<file path="config.mk">
export PLATFORM = sky130hd
export DESIGN_NAME = mem_access_seq
export DESIGN_NICKNAME = d
export VERILOG_FILES = /design/src/rtl/cu_mem_pkg.sv /design/src/rtl/mfc_timeout_ctr.sv /design/src/rtl/mem_access_seq.sv
export SDC_FILE = /design/constraint.sdc
export NUM_CORES = 1
export LEC_CHECK = 0
export ABC_AREA = 1
export CAP_MARGIN = 10
export CORE_ASPECT_RATIO = 0.7
export CORE_MARGIN = 2
export CORE_UTILIZATION = 45
export DETAILED_ROUTE_END_ITERATION = 7
export PLACE_DENSITY = 0.86
export SLEW_MARGIN = 5
export SYNTH_ARGS = -nofsm -noshare
export SYNTH_HDL_FRONTEND = slang
export SYNTH_SLANG_ARGS = --single-unit
</file>
<file path="constraint.sdc">
create_clock -name Clk -period 3.9 [get_ports Clk]
set_clock_uncertainty 0.1 [all_clocks]
set_input_delay 0.78 -clock Clk [delete_from_list [all_inputs] [get_ports Clk]]
set_output_delay 0.78 -clock Clk [all_outputs]
set_load 0.005 [all_outputs]
</file>
<file path="src/rtl/cu_mem_pkg.sv">
`default_nettype none
// +-----------------------------------------------------------------------------+
// | Module      : cu_mem_pkg                                                    |
// | Description : Shared size codes, fault codes and sequencer states for the   |
// |               control-unit RAM access path.                                 |
// | Revision    : 1.0                                                           |
// +-----------------------------------------------------------------------------+
package cu_mem_pkg;

    localparam logic [1:0] SZ_BYTE     = 2'b00;
    localparam logic [1:0] SZ_HALF     = 2'b01;
    localparam logic [1:0] SZ_WORD     = 2'b10;
    localparam logic [1:0] SZ_RSVD     = 2'b11;

    localparam logic [1:0] FLT_NONE    = 2'b00;
    localparam logic [1:0] FLT_ALIGN   = 2'b01;
    localparam logic [1:0] FLT_TIMEOUT = 2'b10;
    localparam logic [1:0] FLT_SIZE    = 2'b11;

    typedef enum logic [1:0] {
        IDLE    = 2'b00,
        WAIT    = 2'b01,
        RELEASE = 2'b10
    } state_t;

endpackage
`default_nettype wire

</file>
<file path="src/rtl/mfc_timeout_ctr.sv">
`default_nettype none
// +-----------------------------------------------------------------------------+
// | Module      : mfc_timeout_ctr                                               |
// | Description : Counts cycles spent waiting for ramMFC; flags the edge on     |
// |               which the count reaches TIMEOUT.                              |
// | Revision    : 1.0                                                           |
// +-----------------------------------------------------------------------------+
module mfc_timeout_ctr #(
    parameter int TIMEOUT = 16
) (
    input  logic clk,
    input  logic rst,
    input  logic i_clear,
    input  logic i_enable,
    output logic o_expired
);

    localparam int CNT_W = $clog2(TIMEOUT + 1);

    logic [CNT_W-1:0] r_count;

    always_ff @(posedge clk) begin
        if (rst || i_clear) begin
            r_count <= '0;
        end else if (i_enable) begin
            r_count <= r_count + 1'b1;
        end
    end

    // Asserted while the count is about to step onto TIMEOUT, so the owner
    // reacts on exactly that edge.
    assign o_expired = i_enable && (r_count == CNT_W'(TIMEOUT - 1));

endmodule
`default_nettype wire

</file>
<file path="src/rtl/mem_access_seq.sv">
`default_nettype none
// +-----------------------------------------------------------------------------+
// | Module      : mem_access_seq                                                |
// | Description : Load/store sequencer running the ramMFA/ramMFC four-phase     |
// |               handshake with size/alignment checks and MFC timeout.         |
// | Revision    : 1.0                                                           |
// +-----------------------------------------------------------------------------+
module mem_access_seq
    import cu_mem_pkg::*;
#(
    parameter int ADDR_W  = 9,
    parameter int DATA_W  = 32,
    parameter int TIMEOUT = 16
) (
    input  logic              Clk,
    input  logic              reset,
    input  logic              start,
    input  logic              rw,
    input  logic [1:0]        size,
    input  logic              signExt,
    input  logic [ADDR_W-1:0] addr,
    input  logic [DATA_W-1:0] wdata,
    input  logic              ramMFC,
    input  logic [DATA_W-1:0] ramRdata,
    output logic              ramMFA,
    output logic              ramRW,
    output logic [ADDR_W-1:0] ramAddress,
    output logic [1:0]        ramDataSize,
    output logic [DATA_W-1:0] ramWdata,
    output logic [DATA_W-1:0] mdrData,
    output logic              mdrEnable,
    output logic              busy,
    output logic              done,
    output logic              fault,
    output logic [1:0]        faultCode
);

    state_t            r_state;
    state_t            w_nextState;
    logic              r_signExt;
    logic              w_accept;
    logic              w_expired;
    logic              w_ctrEnable;
    logic [1:0]        w_reqFault;
    logic [DATA_W-1:0] w_loadExt;
    logic              w_nxtMfa;
    logic              w_nxtBusy;
    logic              w_nxtDone;
    logic              w_nxtFault;
    logic              w_nxtMdrEn;
    logic [1:0]        w_nxtFaultCode;
    logic [DATA_W-1:0] w_nxtMdrData;

    assign w_ctrEnable = (r_state == WAIT);

    mfc_timeout_ctr #(
        .TIMEOUT (TIMEOUT)
    ) u_timeoutCtr (
        .clk       (Clk),
        .rst       (reset),
        .i_clear   (!w_ctrEnable),
        .i_enable  (w_ctrEnable),
        .o_expired (w_expired)
    );

    always_comb begin
        w_reqFault = FLT_NONE;
        case (size)
            SZ_HALF: if (addr[0])            w_reqFault = FLT_ALIGN;
            SZ_WORD: if (addr[1:0] != 2'b00) w_reqFault = FLT_ALIGN;
            SZ_RSVD:                         w_reqFault = FLT_SIZE;
            default: ;
        endcase
    end

    // Extension uses the size/sign captured at start, not the live inputs.
    always_comb begin
        w_loadExt = ramRdata;
        case (ramDataSize)
            SZ_BYTE: w_loadExt = {{(DATA_W-8){r_signExt & ramRdata[7]}}, ramRdata[7:0]};
            SZ_HALF: w_loadExt = {{(DATA_W-16){r_signExt & ramRdata[15]}}, ramRdata[15:0]};
            default: ;
        endcase
    end

    always_comb begin
        w_nextState    = r_state;
        w_accept       = 1'b0;
        w_nxtMfa       = ramMFA;
        w_nxtBusy      = busy;
        w_nxtDone      = 1'b0;
        w_nxtFault     = 1'b0;
        w_nxtMdrEn     = 1'b0;
        w_nxtFaultCode = faultCode;
        w_nxtMdrData   = mdrData;
        case (r_state)
            IDLE: begin
                w_nxtBusy = 1'b0;
                if (start) begin
                    w_nxtFaultCode = w_reqFault;
                    if (w_reqFault != FLT_NONE) begin
                        w_nxtFault = 1'b1;
                    end else begin
                        w_accept    = 1'b1;
                        w_nxtMfa    = 1'b1;
                        w_nxtBusy   = 1'b1;
                        w_nextState = WAIT;
                    end
                end
            end
            WAIT: begin
                if (ramMFC) begin
                    w_nxtMfa    = 1'b0;
                    w_nxtDone   = 1'b1;
                    w_nextState = RELEASE;
                    if (ramRW) begin
                        w_nxtMdrEn   = 1'b1;
                        w_nxtMdrData = w_loadExt;
                    end
                end else if (w_expired) begin
                    w_nxtMfa       = 1'b0;
                    w_nxtFault     = 1'b1;
                    w_nxtFaultCode = FLT_TIMEOUT;
                    w_nextState    = RELEASE;
                end
            end
            RELEASE: begin
                // No new MFA until the RAM has withdrawn MFC.
                if (!ramMFC) begin
                    w_nxtBusy   = 1'b0;
                    w_nextState = IDLE;
                end
            end
            default: begin
                w_nxtMfa    = 1'b0;
                w_nxtBusy   = 1'b0;
                w_nextState = IDLE;
            end
        endcase
    end

    always_ff @(posedge Clk) begin
        if (reset) begin
            r_state     <= IDLE;
            r_signExt   <= 1'b0;
            ramMFA      <= 1'b0;
            ramRW       <= 1'b0;
            ramAddress  <= '0;
            ramDataSize <= 2'b00;
            ramWdata    <= '0;
            mdrData     <= '0;
            mdrEnable   <= 1'b0;
            busy        <= 1'b0;
            done        <= 1'b0;
            fault       <= 1'b0;
            faultCode   <= FLT_NONE;
        end else begin
            r_state   <= w_nextState;
            ramMFA    <= w_nxtMfa;
            busy      <= w_nxtBusy;
            done      <= w_nxtDone;
            fault     <= w_nxtFault;
            faultCode <= w_nxtFaultCode;
            mdrEnable <= w_nxtMdrEn;
            mdrData   <= w_nxtMdrData;
            if (w_accept) begin
                ramRW       <= rw;
                ramAddress  <= addr;
                ramDataSize <= size;
                ramWdata    <= wdata;
                r_signExt   <= signExt;
            end
        end
    end

endmodule
`default_nettype wire

</file>
==> results.md <==
* Status: complete, no violations
* Layout area overhead at 51.5%
* Minimum clock period at 2650 ps
* Detailed Route WL at 10300 um
* Drt first-iter violations at 177
* Vias at 3546
* Post-layout util at 69.8%
* Multi-input combinational cell area at 1480 um2
* Root buf cell: clkbuf_16
* Num Clock Sinks at 91
* Die Ht at 78.9 um
* Final period util at 67.9%
* Port Buf Inserts at 163
* Place WS at 913 ps
* Final Max Tran Viols at 0
* FF-to-FF Start: r_state[0]
* Finish-stage setup viols at 0
* Max clock buf depth at 2
* Pwr dens at 392 nW/um2
* Row Count at 27
* CORE AREA at 7840 um2
* First-pass GRT wire length at 16400 um
* Hold_buf cts at 0
* Full die area at 8770 um2
* Share of cells above drive strength 1 at 6.76%
* Leak Pwr at 2.04 nW
* Synthesized area per cell at 8.21 um2
* Hold Worst Slack at 349 ps
* NumNets Final at 670
* Crit-path cells: clkdlybuf4s50_1 -> inv_1 -> nor2_8 -> nand2_4 -> o21ai_0 -> a21oi_1
* CTS H-tree depth at 3
* Largest net degree at the start of global routing at 51
* WHS Endpoint: u_timeoutCtr.r_count[0]
* CP endpoint kind: register
* Yosys warnings at 0
* Reg area at 1820 um2
* Post-CTS Setup Bufs at 0
* Worst Hold Path Cells at 1
* Flops & latches, synth at 91
* Routed len/inst at 14.9 um
* Worst flop-to-flop path endpoint: ramDataSize[1]
* Post-Syn Instances at 440
* Gpl congestion at 0.825
* Biggest area consumer among synthesized cells: dfxtp_1
* R2r setup slk at 1790 ps
* Post-synth cell types at 30
* Final HPWL DP at 7270 um
* Slew HR at 58.5%
* Num ports at 164
* Top cells by area, synth: dfxtp_1 50%, a21oi_1 8.3%, nand2_1 8.0%
* Initial antenna violation count at 0
* Post-route ant nets at 0
* Seq/Total Area, Yosys at 50.5%
* DRT Pass-1 Iters at 4
* Area share of the largest cell type after synthesis at 50.5%
* CTS resizes at 0
* CTS Buf Count at 9
* Measured slew at the worst slew-check pin at 623 ps
* Vias per inst at 5.12
* Critical path's largest stage delay at 520 ps
* WP data arrival at 2760 ps
* Peak VDD IR at 0.324 mV
* Crit Path Max Fanout at 50
* Most frequent cells in the layout: 163 x clkdlybuf4s50_1, 91 x dfxtp_1, 77 x nand2_1
* Initial Util at 46.1%
* Clk Latency, worst-skew pair at 330 ps
* Grt ovf at 0
* Peak Freq at 378 MHz
* Commonest non-fill, non-tap cell in the layout: clkdlybuf4s50_1
* CTS tree: built
* Fillcell total at 630
* Hold_sp: u_timeoutCtr.r_count[0]
* Worst reg2reg path depth at 6
* Unrepaired setup endpoints after global routing: no
* Setup TNS at 0 ps
* Number of global-route vias before repair at 3401
* Placed cell area at 5170 um2
* ANT cells at 0
* Drc violations at 0
* Die width at 111 um
* Final hold vios at 0
* WS Path Type: input pin to register
* Net Count, Synth at 523
* Post-route cell area at 5470 um2
* CP Launch Type: input pin
* Required @ worst endpoint at 4010 ps
* CP max stage cell: nor2_8
* Hold WC Path Type: register to register
* Clk slew on worst S/H paths at 70 ps
* All-Layer GR Usage at 23.1%
* Max-cap check violation count at 0
* PnR worst setup slack at 1250 ps
* Synthesized area at 3610 um2
==> how the worst max path moves through the flow <==
stage                     start             end  slack (ps)  cells past startpoint
final                     start  ramDataSize[1]        1250                      6
after global routing      start  ramDataSize[1]        1060                      6
after global placement    start  ramDataSize[1]        1010                      6
after floorplan           reset     mdrData[18]        2210                      5
after CTS                 start  ramDataSize[1]        1270                      6
after detailed placement  start  ramDataSize[1]         910                      6
==> layout make-up <==
type | instances | share of cell area (%)
clock inverter | 7 | 1.42
inverter | 20 | 1.42
multi-input combinational | 298 | 27.1
tap | 101 | 2.31
clock buffer | 9 | 4.12
timing repair buffer | 167 | 30.4
sequential | 91 | 33.3
==> per-stage QoR <==
stage               instances  total power [mW]
floorplan                 440              1.13
global placement          677              1.29
detailed placement        677              1.30
CTS                       693              2.16
global route              693              2.23
finish                    693              2.14
==> power breakdown <==
group          leakage, nW  switching [mW]  total [mW]  internal [mW]
Clock                0.146           0.364       0.865          0.501
Combinational         1.16           0.130       0.291          0.160
Sequential           0.739          0.0224       0.986          0.964
==> flip-flops by register name, indices dropped and copies added, names as in the netlist <==
| name | count |
|---|---|
| mdrData | 32 |
| ramWdata | 32 |
| ramAddress | 9 |
| u_timeoutCtr.r_count | 5 |
| faultCode | 2 |
| r_state | 2 |
| ramDataSize | 2 |
| busy | 1 |
| done | 1 |
| fault | 1 |
| mdrEnable | 1 |
| r_signExt | 1 |
| ramMFA | 1 |
| ramRW | 1 |
==> synth_stat cells <==
| cell | instances |
|---|---|
| a21boi_0 | 11 |
| nor3_1 | 1 |
| buf_8 | 1 |
| buf_12 | 1 |
| nor3b_1 | 1 |
| nand2_2 | 2 |
| o21ai_1 | 23 |
| inv_4 | 1 |
| clkbuf_1 | 8 |
| o21ai_0 | 13 |
| nand2_4 | 3 |
| inv_2 | 1 |
| dfxtp_1 | 91 |
| inv_1 | 17 |
| nor2_4 | 1 |
| buf_2 | 6 |
| nand4_1 | 3 |
| ha_1 | 2 |
| a21oi_2 | 10 |
| buf_4 | 5 |
| a21oi_1 | 60 |
| buf_1 | 2 |
| and2_4 | 1 |
| xor2_1 | 1 |
| nand3_1 | 48 |
| nand2_1 | 77 |
| buf_6 | 8 |
| nor2_1 | 40 |
| nor2_8 | 1 |
| clkinv_1 | 1 |
==> cells by family (layout without fill, tap and decap cells) <==
kind of cell / count (synthesis) / count (layout) / synth area share [%]
and+or+nand+nor: 178 / 178 / 22.1
buffers and inverters: 51 / 203 / 8.52
AOI/OAI and AO/OA: 117 / 117 / 18.0
adders and majority gates: 2 / 2 / 0.693
xor gates and xnor gates: 1 / 1 / 0.243
DFF: 91 / 91 / 50.5
==> critical path: cells and delay by family <==
family / cells / cell delay (ps)
buffers and inverters: 2 / 620
AND/OR/NAND/NOR: 2 / 970
AO/OA/AOI/OAI: 2 / 390
==> metal layers <==
layer | wire length (um) | up-vias | GRT usage, %
li1 | - | 1751 | -
met1 | 4600 | 1673 | 28.1
met2 | 4980 | 99 | 39.8
met3 | 467 | 23 | 5.95
met4 | 287 | 0 | 9.14
met5 | 0 | - | 0
No activity file was read; power rests on OpenSTA's default activity.
